`config.mk`:
```
export PLATFORM = sky130hd
export DESIGN_NAME = dnn_stream_feeder_flat
export DESIGN_NICKNAME = d
export VERILOG_FILES = /design/src/rtl/dnn_stream_feeder_if.sv /design/src/rtl/dnn_stream_feeder.sv /design/src/flat_wrapper.sv
export SDC_FILE = /design/constraint.sdc
export NUM_CORES = 1
export LEC_CHECK = 0
export CAP_MARGIN = 20
export CORE_AREA = 10 10 149 151
export DETAILED_ROUTE_END_ITERATION = 10
export DIE_AREA = 0 0 159 161
export PLACE_DENSITY_LB_ADDON = 0.25
export RECOVER_POWER = 25
export SYNTH_ARGS = -nofsm -noshare
export SYNTH_HDL_FRONTEND = slang
export SYNTH_SLANG_ARGS = --single-unit
```
`constraint.sdc`:
```
create_clock -name clk -period 2.1 [get_ports clk]
set_input_delay 0.315 -clock clk [delete_from_list [all_inputs] [get_ports clk]]
set_output_delay 0.315 -clock clk [all_outputs]
set_load 0.02 [all_outputs]
```
`src/rtl/dnn_stream_feeder_if.sv`:
```
// Host-side operand stream, datapath fire/result strobes and result stream
// seen by dnn_stream_feeder; slave is the feeder, master is its environment.
interface dnn_stream_feeder_if #(
   parameter int DW = 5,
   parameter int RW = 17
);
   logic              s_valid;
   logic [DW-1:0]     s_data;
   logic              s_ready;
   logic              reuse_w;
   logic [4*DW-1:0]   x_bus;
   logic [24*DW-1:0]  w_bus;
   logic              acc_in_ready;
   logic [RW-1:0]     acc_out0;
   logic [RW-1:0]     acc_out1;
   logic              acc_out0_ready;
   logic              acc_out1_ready;
   logic              m_valid;
   logic [RW-1:0]     m_data;
   logic              m_ready;
   logic              busy;
   logic              weights_valid;
   logic              timeout_err;

   modport slave (
      input  s_valid, s_data, reuse_w, acc_out0, acc_out1,
             acc_out0_ready, acc_out1_ready, m_ready,
      output s_ready, x_bus, w_bus, acc_in_ready, m_valid, m_data,
             busy, weights_valid, timeout_err
   );

   modport master (
      output s_valid, s_data, reuse_w, acc_out0, acc_out1,
             acc_out0_ready, acc_out1_ready, m_ready,
      input  s_ready, x_bus, w_bus, acc_in_ready, m_valid, m_data,
             busy, weights_valid, timeout_err
   );
endinterface

```
`src/rtl/dnn_stream_feeder.sv`:
```
// Deserialises operand frames onto x/w buses, fires one inference, collects both
// results and returns them as a 2-beat stream; s_ready only in LOAD, results held under m_ready=0.
module dnn_stream_feeder #(
   parameter int DW      = 5,
   parameter int RW      = 17,
   parameter int TIMEOUT = 64
) (
   input  logic              clk,
   input  logic              rst_n,
   dnn_stream_feeder_if.slave io
);
   typedef enum logic [2:0] {S_LOAD, S_FIRE, S_WAIT, S_SEND0, S_SEND1} state_t;
   localparam int CW = $clog2(TIMEOUT) + 1;

   state_t               state_q, state_d;
   logic [4:0]           cnt_q, cnt_d, w_idx;
   logic                 short_q, short_d, short_now, last_word, hs;
   logic [3:0][DW-1:0]   x_q, x_d;
   logic [23:0][DW-1:0]  w_q, w_d;
   logic                 wv_q, wv_d, terr_q, terr_d;
   logic                 cap0_q, cap0_d, cap1_q, cap1_d;
   logic [RW-1:0]        r0_q, r0_d, r1_q, r1_d, m_data_q;
   logic [CW-1:0]        wcnt_q, wcnt_d;
   logic                 s_ready_q, acc_in_ready_q, busy_q, m_valid_q;

   assign hs        = s_ready_q & io.s_valid;
   assign w_idx     = cnt_q - 5'd4;
   // Frame length is decided by the first word of the frame only.
   assign short_now = (cnt_q == 5'd0) ? (io.reuse_w & wv_q) : short_q;
   assign last_word = short_now ? (cnt_q == 5'd3) : (cnt_q == 5'd27);

   always_comb begin
      state_d = state_q;
      cnt_d   = cnt_q;
      short_d = short_q;
      x_d     = x_q;
      w_d     = w_q;
      wv_d    = wv_q;
      terr_d  = terr_q;
      cap0_d  = cap0_q;
      cap1_d  = cap1_q;
      r0_d    = r0_q;
      r1_d    = r1_q;
      wcnt_d  = wcnt_q;
      case (state_q)
         S_LOAD: begin
            if (hs) begin
               short_d = short_now;
               if (cnt_q < 5'd4) x_d[cnt_q[1:0]] = io.s_data;
               else              w_d[w_idx]      = io.s_data;
               if (last_word) begin
                  cnt_d   = '0;
                  state_d = S_FIRE;
                  if (!short_now) wv_d = 1'b1;
               end else begin
                  cnt_d = cnt_q + 5'd1;
               end
            end
         end
         S_FIRE: begin
            terr_d  = 1'b0;
            cap0_d  = 1'b0;
            cap1_d  = 1'b0;
            wcnt_d  = '0;
            state_d = S_WAIT;
         end
         S_WAIT: begin
            if (io.acc_out0_ready && !cap0_q) begin
               cap0_d = 1'b1;
               r0_d   = io.acc_out0;
            end
            if (io.acc_out1_ready && !cap1_q) begin
               cap1_d = 1'b1;
               r1_d   = io.acc_out1;
            end
            wcnt_d = wcnt_q + CW'(1);
            // A capture completing in the final cycle still wins over the abort.
            if (cap0_d && cap1_d) begin
               state_d = S_SEND0;
            end else if (wcnt_q == CW'(TIMEOUT - 2)) begin
               terr_d  = 1'b1;
               state_d = S_LOAD;
            end
         end
         S_SEND0: if (io.m_ready) state_d = S_SEND1;
         S_SEND1: if (io.m_ready) state_d = S_LOAD;
         default: state_d = S_LOAD;
      endcase
   end

   always_ff @(posedge clk or negedge rst_n) begin
      if (!rst_n) begin
         state_q        <= S_LOAD;
         cnt_q          <= '0;
         short_q        <= 1'b0;
         x_q            <= '0;
         w_q            <= '0;
         wv_q           <= 1'b0;
         terr_q         <= 1'b0;
         cap0_q         <= 1'b0;
         cap1_q         <= 1'b0;
         r0_q           <= '0;
         r1_q           <= '0;
         wcnt_q         <= '0;
         s_ready_q      <= 1'b0;
         acc_in_ready_q <= 1'b0;
         busy_q         <= 1'b0;
         m_valid_q      <= 1'b0;
         m_data_q       <= '0;
      end else begin
         state_q        <= state_d;
         cnt_q          <= cnt_d;
         short_q        <= short_d;
         x_q            <= x_d;
         w_q            <= w_d;
         wv_q           <= wv_d;
         terr_q         <= terr_d;
         cap0_q         <= cap0_d;
         cap1_q         <= cap1_d;
         r0_q           <= r0_d;
         r1_q           <= r1_d;
         wcnt_q         <= wcnt_d;
         // Status outputs are registered from the next state so they read 0 in reset.
         s_ready_q      <= (state_d == S_LOAD);
         acc_in_ready_q <= (state_d == S_FIRE);
         busy_q         <= (state_d != S_LOAD);
         m_valid_q      <= (state_d == S_SEND0) || (state_d == S_SEND1);
         m_data_q       <= (state_d == S_SEND0) ? r0_d :
                           (state_d == S_SEND1) ? r1_d : '0;
      end
   end

   assign io.s_ready       = s_ready_q;
   assign io.x_bus         = x_q;
   assign io.w_bus         = w_q;
   assign io.acc_in_ready  = acc_in_ready_q;
   assign io.m_valid       = m_valid_q;
   assign io.m_data        = m_data_q;
   assign io.busy          = busy_q;
   assign io.weights_valid = wv_q;
   assign io.timeout_err   = terr_q;
endmodule

```
`src/flat_wrapper.sv`:
```
// flat-port wrapper written by rule: the top's interface ports become plain ports
module dnn_stream_feeder_flat 
#(
   parameter int DW      = 5,
   parameter int RW      = 17,
   parameter int TIMEOUT = 64
)
  (clk, rst_n, io_s_valid, io_s_data, io_reuse_w, io_acc_out0, io_acc_out1, io_acc_out0_ready, io_acc_out1_ready, io_m_ready, io_s_ready, io_x_bus, io_w_bus, io_acc_in_ready, io_m_valid, io_m_data, io_busy, io_weights_valid, io_timeout_err);
  dnn_stream_feeder_if #(.DW(DW), .RW(RW)) io_i ();
  input  logic clk;
  input  logic rst_n;
  input wire logic [$bits(io_i.s_valid)-1:0] io_s_valid;
  input wire logic [$bits(io_i.s_data)-1:0] io_s_data;
  input wire logic [$bits(io_i.reuse_w)-1:0] io_reuse_w;
  input wire logic [$bits(io_i.acc_out0)-1:0] io_acc_out0;
  input wire logic [$bits(io_i.acc_out1)-1:0] io_acc_out1;
  input wire logic [$bits(io_i.acc_out0_ready)-1:0] io_acc_out0_ready;
  input wire logic [$bits(io_i.acc_out1_ready)-1:0] io_acc_out1_ready;
  input wire logic [$bits(io_i.m_ready)-1:0] io_m_ready;
  output wire logic [$bits(io_i.s_ready)-1:0] io_s_ready;
  output wire logic [$bits(io_i.x_bus)-1:0] io_x_bus;
  output wire logic [$bits(io_i.w_bus)-1:0] io_w_bus;
  output wire logic [$bits(io_i.acc_in_ready)-1:0] io_acc_in_ready;
  output wire logic [$bits(io_i.m_valid)-1:0] io_m_valid;
  output wire logic [$bits(io_i.m_data)-1:0] io_m_data;
  output wire logic [$bits(io_i.busy)-1:0] io_busy;
  output wire logic [$bits(io_i.weights_valid)-1:0] io_weights_valid;
  output wire logic [$bits(io_i.timeout_err)-1:0] io_timeout_err;
  assign io_i.s_valid = io_s_valid;
  assign io_i.s_data = io_s_data;
  assign io_i.reuse_w = io_reuse_w;
  assign io_i.acc_out0 = io_acc_out0;
  assign io_i.acc_out1 = io_acc_out1;
  assign io_i.acc_out0_ready = io_acc_out0_ready;
  assign io_i.acc_out1_ready = io_acc_out1_ready;
  assign io_i.m_ready = io_m_ready;
  assign io_s_ready = io_i.s_ready;
  assign io_x_bus = io_i.x_bus;
  assign io_w_bus = io_i.w_bus;
  assign io_acc_in_ready = io_i.acc_in_ready;
  assign io_m_valid = io_i.m_valid;
  assign io_m_data = io_i.m_data;
  assign io_busy = io_i.busy;
  assign io_weights_valid = io_i.weights_valid;
  assign io_timeout_err = io_i.timeout_err;
  dnn_stream_feeder #(.DW(DW), .RW(RW), .TIMEOUT(TIMEOUT)) u_core (.clk(clk), .rst_n(rst_n), .io(io_i));
endmodule
```
## Word level (Yosys, flattened, before mapping)

Cells that the tools add are included.
W data, S select, Z words.

| word-level totals | value |
|---|---|
| register bits | 215 |
| input port bits | 46 |
| output and inout port bits | 163 |

| operators by class | value |
|---|---|
| add/subtract/negate cells | 3 |
| $lt $le $gt $ge | 5 |
| equal/unequal tests | 12 |
| muxes and demuxes | 32 |
| bitwise logic cells | 4 |
| reductions and logical operators | 18 |

Operator list:

| cell | number |
|---|---|
| $bwmux W120 | 1 |
| $mux W17 | 6 |
| $demux W5 S5 | 1 |
| $bwmux W20 | 1 |
| $mux W3 | 6 |
| $mux W5 | 3 |
| $pmux W3 S5 | 1 |
| $pmux W7 S2 | 1 |
| $demux W5 S2 | 1 |
| $eq A3 B2 Y1 const B | 3 |
| $reduce_and A3 Y1 | 3 |
| $mux W1 | 8 |
| $add A7 B1 Y7 const B | 1 |
| $eq A7 B6 Y1 const B | 1 |
| $eq A3 B1 Y1 const B | 2 |
| $eq A3 B3 Y1 const B | 2 |
| $logic_not A3 Y1 | 2 |
| $lt A5 B6 Y1 const B | 1 |
| $pmux W1 S2 | 3 |
| $add A5 B1 Y5 const B | 1 |
| $eq A5 B2 Y1 const B | 1 |
| $eq A5 B5 Y1 const B | 1 |
| $ge A5 B1 Y1 const B | 1 |
| $logic_and A1 B1 Y1 | 5 |
| 15 further kinds | 18 |

## Logic depth before layout (Yosys ltp)

Gate-level depths: netlist of run 1.

| logic depth | value |
|---|---|
| word-level depth | 10 |
| mapped depth | 7 |

## Worst setup path after synthesis of run 1

Ideal clock, no wire load.

| timing | value |
|---|---|
| path type | register -> register |
| from | register u_core.state_q[2] |
| to | register u_core.m_data_q[10], in the netlist u_core.io.m_data[10] |
| library setup time | 0.121 ns |
| arrival time | 2.086 ns |
| data required time | 1.979 ns |
| setup slack | -0.107 ns |
| cell stages (with the launch flop) | 8 |
| path buffers | 3 |
| clock period less this slack | 2.207 ns |
| cells stage by stage | dfrtp_1 > buf_6 > or3b_1 > clkbuf_2 > nor3b_4 > buf_6 > mux2_2 > a22o_1 |

RTL lines:

| element | line | text |
|---|---|---|
| start: declaration | dnn_stream_feeder.sv:15 | `state_t state_q, state_d;` |
| start signal: assignment | dnn_stream_feeder.sv:111 | `state_q <= state_d;` |
| $eq A3 B2 Y1 | dnn_stream_feeder.sv:45 | `case (state_q)` |
| $mux W17 | dnn_stream_feeder.sv:45 |  |
| via u_core.r1_d[10] | dnn_stream_feeder.sv:22 | `logic [RW-1:0] r0_q, r0_d, r1_q, r1_d, m_data_q;` |
| $mux W17 | dnn_stream_feeder.sv:129 | `(state_d == S_SEND1) ? r1_d : '0;` |
| $mux W17 | dnn_stream_feeder.sv:128 | `m_data_q <= (state_d == S_SEND0) ? r0_d :` |
| end signal: assignment | dnn_stream_feeder.sv:128 |  |
| end: declaration | dnn_stream_feeder.sv:22 |  |

The timed path passes the listed nets, and every way through them passes these cells.
A chain may end at the register's enable or synchronous reset.

## Worst setup path in the final report of run 1

| timing | value |
|---|---|
| from | register u_core.state_q[1] |
| to | register u_core.w_q (netlist bit u_core.io.w_bus[79]) |

| between the ends | value |
|---|---|
| longest elaborated chain between the ends | 2 |

Ends and longest elaborated chain:

| element | line | text |
|---|---|---|
| $logic_not A3 Y1 | dnn_stream_feeder.sv:45 |  |
| $reduce_and A3 Y1 (no line) | -- |  |
| end signal: assignment | dnn_stream_feeder.sv:115 | `w_q <= w_d;` |
| end: declaration | dnn_stream_feeder.sv:19 | `logic [23:0][DW-1:0] w_q, w_d;` |

Every way passes these cells.

==> impl_metrics.json, run 1 <==
{
  "cts_made_buffers": 24,
  "post-route-period-util": 0.954,
  "fmax_mhz": 499,
  "grt_pass1_vias": 6453,
  "clk_pin_slew_worst_paths_ns": 0.06,
  "reg2reg_slack_ns": 0.1,
  "synth_ff_type": "dfrtp_1",
  "start_kind": "flip-flop",
  "ctsHtreeMaxLevel": 1,
  "synth_top_area_share": 0.635,
  "power_density_nw_per_um2": 1230,
  "ys_top_cells_by_area": "dfrtp_1 (63%), mux2_2 (23%), a22o_1 (1.9%)",
  "core_area_um2": 19200,
  "start_util": 0.441,
  "path_max_fanout": 10,
  "place_area_um2": 11300,
  "drive_gt1_frac": 0.317,
  "synth_area_um2": 8480,
  "worstReg2RegStart": "u_core.state_q[1]",
  "max_stage_delay_ns": 0.38,
  "vias": 5765,
  "async_flop_share": 1.00,
  "drv_slew": 0,
  "yosysMostFrequentCell": "dfrtp_1",
  "cts-root-buf": "clkbuf_16",
  "synth_cell_type_count": 47,
  "layout.nets": 895,
  "p_total_mw": 14.9,
  "fin_skew_ns": 0.0136,
  "portBuffers": 208,
  "antenna_found_initial": 0,
  "rr_worst_depth": 8,
  "top_layer": "met4",
  "critical_path_class": "flip-flop to flip-flop",
  "slew_headroom": 0.345,
  "synth-edff-count": 0,
  "grt_overflow": 0,
  "muxShareOfSynthArea": 0.232,
  "critPathBufInv": 4,
  "antenna_cells": 0,
  "rsz0062_at_grt": "no",
  "drtPass1Iterations": 5,
  "cts_sinks": 215,
  "grt_pass1_wl_um": 37100,
  "ys_seq_area_frac": 0.635,
  "worst_slack_ns": 0.0963,
  "path_cells": "buf_4, nor4b_2, buf_4, nand3_1, buf_12, nor2_1, buf_4, mux2_2",
  "pre_cts_slack_ns": -0.120,
  "hold_viol": 0,
  "synthSimpleGateAreaFrac": 0.0570,
  "cp-end-kind": "flip-flop",
  "syn-num-nets": 632,
  "yosys_warnings": 0,
  "design_area_um2": 12100,
  "setup_violations": 0,
  "ys_top_cells_by_count": "dfrtp_1 (215), mux2_2 (174), nor2_1 (31)",
  "p_leak_nw": 5.61,
  "rows": 51,
  "post-route-drc-count": 0,
  "grt_use_total": 0.180,
  "routed_wl_um": 23600,
  "synth-compound-area-share": 0.0418,
  "hold_path_class": "input pin to asynchronous set/reset pin",
  "path_common_cell": "buf_4",
  "cts_max_path_buffers": 3,
  "critical_path.endpoint": "u_core.io.w_bus[79]",
  "wl_met1_um": 9190,
  "io_pins": 209,
  "synth_top_family_by_area": "multiplexers",
  "fin_setup_tns_ns": 0,
  "crit_start": "u_core.state_q[1]",
  "crit_slowest_cell": "dfrtp_1",
  "place.gp.congestion": 0.782,
  "die_h_um": 161,
  "wl_met3_um": 1230,
  "viasPerCell": 5.13,
  "avgSynthCellArea_um2": 14.7,
  "required_ns": 2.48,
  "crit_cells": 8,
  "arrival_ns": 2.38,
  "worstMarginPinSlew_ns": 0.982,
  "insertion_delay_ns": 0.50,
  "ant_nets": 0,
  "status": "complete, no violations",
  "hpwl_um": 16800,
  "chipWidth_um": 159,
  "die-area_um2": 25600,
  "maxCapViolCount": 0,
  "ys_ff_latch": 215,
  "synthAdderAreaFrac": 0.0118,
  "synth-xor-area-share": 0.00310,
  "drt_iter0_drc": 150,
  "critPathTopFamily": "buffers and inverters",
  "syn_inst": 578,
  "fin_cells": 1123,
  "timing.rr.end": "u_core.io.w_bus[79]",
  "routedWlPerCell_um": 21.0,
  "period_needed_ns": 2.00,
  "vdd_ir_drop_max_mv": 0.872,
  "synth_top_cell_by_area": "dfrtp_1",
  "area_delta_synth_final_pct": 42.8,
  "placed_cells": 1079,
  "cts_tree": "yes",
  "wl_met2_um": 12600,
  "grt_max_degree": 59
}
how the worst min path moves through the flow:
stage	slack, ns	endpoint	from	cells after the start
after floorplan	0.02	u_core.cap0_q	rst_n	0
after global placement	0.33	u_core.io.w_bus[106]	rst_n	1
after detailed placement	0.34	u_core.io.w_bus[105]	rst_n	1
after CTS	0.37	u_core.io.w_bus[108]	rst_n	2
after global routing	0.38	u_core.io.w_bus[108]	rst_n	2
final	0.34	u_core.io.w_bus[108]	rst_n	2
what timing repair did:
item	in CTS	in global routing
hold buffers	1	0
hold endpoints to repair	51	0
buffers inserted	0	0
gates cloned	0	0
setup endpoints to repair	36	82
resized for setup	2	6
cells by family after synthesis:
group                    count (synthesis)
buffers and inverters                   38
multiplexers                           175
flip-flops                             215
AND/OR/NAND/NOR                         88
AO/OA/AOI/OAI                           51
XOR/XNOR                                 3
adder cells (fa/ha/maj)                  8
layout make-up:
cell class | instances | area, µm²
repair buffers | 264 | 2550
well taps | 265 | 332
flip-flops and latches | 215 | 5380
fillers | 1467 | 7100
clock inverters | 6 | 105
clock buffers | 37 | 711
inverters | 11 | 41.3
multi-input cells | 325 | 2990
report_power, final:
| group | switching (mW) | internal [mW] | total, mW |
|---|---|---|---|
| combinational | 2.49 | 2.41 | 4.90 |
| sequential | 0.567 | 5.18 | 5.74 |
| clock | 1.58 | 2.69 | 4.26 |
cells in the final DEF (no fill, tap or decap), types with 2 or more instances in the layout:
master | netlist | final
dfrtp_1 | 215 | 214
clkdlybuf4s50_1 | 0 | 207
mux2_2 | 174 | 164
buf_4 | 0 | 45
nor2_1 | 31 | 29
clkbuf_16 | 0 | 25
a22o_1 | 18 | 18
o21ai_0 | 17 | 13
nand2_1 | 11 | 11
clkbuf_1 | 16 | 11
mux2_4 | 0 | 10
inv_1 | 9 | 9
nand3_1 | 9 | 9
nand4_1 | 7 | 7
ha_1 | 8 | 7
a31oi_1 | 5 | 5
clkbuf_8 | 0 | 5
nor2b_1 | 4 | 4
o21ai_1 | 0 | 4
buf_12 | 0 | 4
nor3b_1 | 4 | 3
xnor2_1 | 3 | 3
clkinv_2 | 0 | 3
bufinv_16 | 0 | 3
clkinv_1 | 2 | 2
or3_1 | 2 | 2
nor3_1 | 2 | 2
nor3b_2 | 1 | 2
nor2_2 | 0 | 2
and3_1 | 2 | 2
a21oi_1 | 2 | 2
o31ai_1 | 2 | 2
nand3b_1 | 2 | 2
clkbuf_2 | 1 | 2
through the flow:
stage | utilization | hold slack [ns]
5_1_grt | 0.630 | 0.383
3_3_place_gp | 0.589 | 0.327
6_report | 0.630 | 0.342
3_5_place_dp | 0.589 | 0.343
2_1_floorplan | - | 0.0194
4_1_cts | 0.632 | 0.372
per-layer routing:
metal / vias to the layer above / track usage
met3: 31 / 0.0402
met4: 0 / 0.0615
li1: 2590 / -
met1: 2989 / 0.207
met5: - / 0
met2: 155 / 0.324
flip-flops by register name, summed over array words and instances (netlist names), 3 cells and up:
| signal | cells |
|---|---|
| u_core.wcnt_q | 7 |
| u_core.io.w_bus | 120 |
| u_core.cnt_q | 5 |
| u_core.io.x_bus | 20 |
| u_core.state_q | 3 |
| u_core.r1_q | 17 |
| u_core.io.m_data | 17 |
| u_core.r0_q | 17 |
No activity file was read; power rests on OpenSTA's default activity.
==> inputs of run 2 (changes only) <==
--- a/config.mk
+++ b/config.mk
@@ -6,9 +6,9 @@
 export NUM_CORES = 1
 export LEC_CHECK = 0
 export CAP_MARGIN = 20
-export CORE_AREA = 10 10 149 151
+export CORE_AREA = 2 2 141 143
 export DETAILED_ROUTE_END_ITERATION = 10
-export DIE_AREA = 0 0 159 161
+export DIE_AREA = 0 0 143 145
 export PLACE_DENSITY_LB_ADDON = 0.25
 export RECOVER_POWER = 25
 export SYNTH_ARGS = -nofsm -noshare
==> run 2 against run 1 <==
Register-to-register slack got worse by 0.08 ns. First-iteration DRC count increased by 39%. Clock power decreased by 6.8%. Wire length decreased by 5.7%. Setup slack got worse by 0.085 ns. Largest cell class unchanged.
==> impl_metrics.json, run 2 (synthesis gave the netlist of run 1 again) <==
{
  "cts_max_path_buffers": 3,
  "grt_overflow": 0,
  "viasPerCell": 5.05,
  "p_total_mw": 14.6,
  "timing.rr.end": "u_core.io.w_bus[27]",
  "core_area_um2": 19200,
  "critical_path_class": "flip-flop to flip-flop",
  "routed_wl_um": 22200,
  "fin_cells": 1118,
  "fmax_mhz": 479,
  "whs_path_depth": 3,
  "insertion_delay_ns": 0.49,
  "required_ns": 2.47,
  "die_h_um": 145,
  "cts_sinks": 215,
  "most-common-layout-cells": "dfrtp_1 (215), clkdlybuf4s50_1 (207), mux2_2 (164), buf_4 (44), nor2_1 (25)",
  "status": "complete, no violations",
  "setup_violations": 0,
  "vdd_ir_drop_max_mv": 0.629,
  "design_area_um2": 12000,
  "post-route-drc-count": 0,
  "arrival_ns": 2.46,
  "area_delta_synth_final_pct": 42.0,
  "fin_util": 0.627,
  "start_kind": "flip-flop",
  "largest_reg_flops": 120,
  "worst_slack_ns": 0.0115,
  "place_area_um2": 11300,
  "slew_headroom": 0.209,
  "maxCapViolCount": 0,
  "layout_commonest_cell": "dfrtp_1",
  "grt_pass1_vias": 6122,
  "hold_viol": 0,
  "routedWlPerCell_um": 19.9,
  "cp-end-kind": "flip-flop",
  "hpwl_um": 15200,
  "cts-root-buf": "clkbuf_16",
  "die-area_um2": 20700,
  "drtPass1Iterations": 4,
  "hold_end": "u_core.short_q",
  "fin_skew_ns": 0.0106,
  "portBuffers": 208,
  "antenna_found_initial": 0,
  "rows": 51,
  "pre_cts_slack_ns": -0.119,
  "io_pins": 209,
  "fillers": 1461,
  "grt_pass1_wl_um": 34800,
  "period_needed_ns": 2.09,
  "hold-worst-slack_ns": 0.441,
  "ctsHtreeMaxLevel": 1,
  "power_density_nw_per_um2": 1210,
  "grt_use_total": 0.214,
  "reg2reg_slack_ns": 0.01,
  "layout.nets": 892,
  "p_leak_nw": 5.58,
  "rr_worst_depth": 6,
  "fin_setup_tns_ns": 0,
  "cts_made_buffers": 23,
  "placed_cells": 1075,
  "ant_nets": 0,
  "antenna_cells": 0,
  "clk_pin_slew_worst_paths_ns": 0.06,
  "drive_gt1_frac": 0.315,
  "drv_slew": 0,
  "worstMarginPinSlew_ns": 1.19,
  "cts_tree": "yes",
  "grt_max_degree": 57,
  "vias": 5646,
  "drt_iter0_drc": 208,
  "rsz0062_at_grt": "yes",
  "worstReg2RegStart": "u_core.cnt_q[2]",
  "chipWidth_um": 143,
  "place.gp.congestion": 0.780,
  "post-route-period-util": 0.995,
  "start_util": 0.441,
  "path_max_fanout": 8,
  "hold_path_startpoint": "io_reuse_w",
  "hold_path_class": "input pin to flip-flop"
}
## run 2: changes by cell type in the layout (fill, tap and decap cells not counted), moves of 4 or more
| cell | before | now |
|---|---|---|
| buf_6 | 1 | 6 |
| nor2_2 | 2 | 6 |
| nor2_1 | 29 | 25 |
| clkbuf_8 | 5 | 1 |
## run 2: worst max path at each step
stage / from / endpoint / slack (ns) / depth (start not counted)
after floorplan: u_core.state_q[0] / u_core.io.m_data[10] / -0.10 / 7
after CTS: u_core.cnt_q[3] / u_core.io.w_bus[34] / 0.003 / 7
after detailed placement: io_s_valid / u_core.io.w_bus[52] / -0.12 / 8
after global placement: io_s_valid / u_core.io.w_bus[50] / -0.14 / 8
after global routing: u_core.cnt_q[3] / u_core.io.w_bus[34] / -0.08 / 7
final: u_core.cnt_q[2] / u_core.io.w_bus[27] / 0.01 / 6
## run 2: area by class of cell
cell class / instances / area, µm² / share of cell area
Clock inverter: 7 / 110 / 0.00915
Clock buffer: 33 / 623 / 0.0518
Tap cell: 265 / 332 / 0.0275
Multi-Input combinational cell: 325 / 2990 / 0.249
Sequential cell: 215 / 5380 / 0.447
Inverter: 11 / 41.3 / 0.00343
Timing Repair Buffer: 262 / 2560 / 0.212
## run 2: timing repair
item,4_1_cts,5_1_grt
endpoints found under the setup margin,11,65
endpoints found under the hold margin,23,0
buffers inserted,0,1
resized for setup,1,8
hold buffers,1,0
pin swaps,0,1
cloned,0,1
## run 2: where the power goes
part	total [mW]	internal, mW	leakage, nW	switching (mW)
Clock	3.97	2.42	0.359	1.55
Combinational	4.88	2.42	2.36	2.47
Sequential	5.72	5.17	2.86	0.549
## run 2: critical path, stage by stage (launching register included)
cell,delay [ns]
dfrtp_1,0.36
inv_1,0.06
ha_1,0.29
nor3b_1,0.29
o21ai_0,0.29
nor2_2,0.32
mux2_2,0.37
## run 2: per-layer routing
metal | routed length, µm | vias up | global-route usage
met5 | 0 | - | 0
met4 | 285 | 0 | 0.0396
met3 | 1220 | 19 | 0.0426
met2 | 11800 | 148 | 0.385
met1 | 8900 | 2900 | 0.266
li1 | - | 2579 | -
==> inputs of run 3 (changes only) <==
--- a/config.mk
+++ b/config.mk
@@ -11,6 +11,7 @@
 export DIE_AREA = 0 0 143 145
 export PLACE_DENSITY_LB_ADDON = 0.25
 export RECOVER_POWER = 25
+export SLEW_MARGIN = 20
 export SYNTH_ARGS = -nofsm -noshare
 export SYNTH_HDL_FRONTEND = slang
 export SYNTH_SLANG_ARGS = --single-unit
==> results of run 3 <==
Final layout, timing and power as in run 2 (identical DEF).
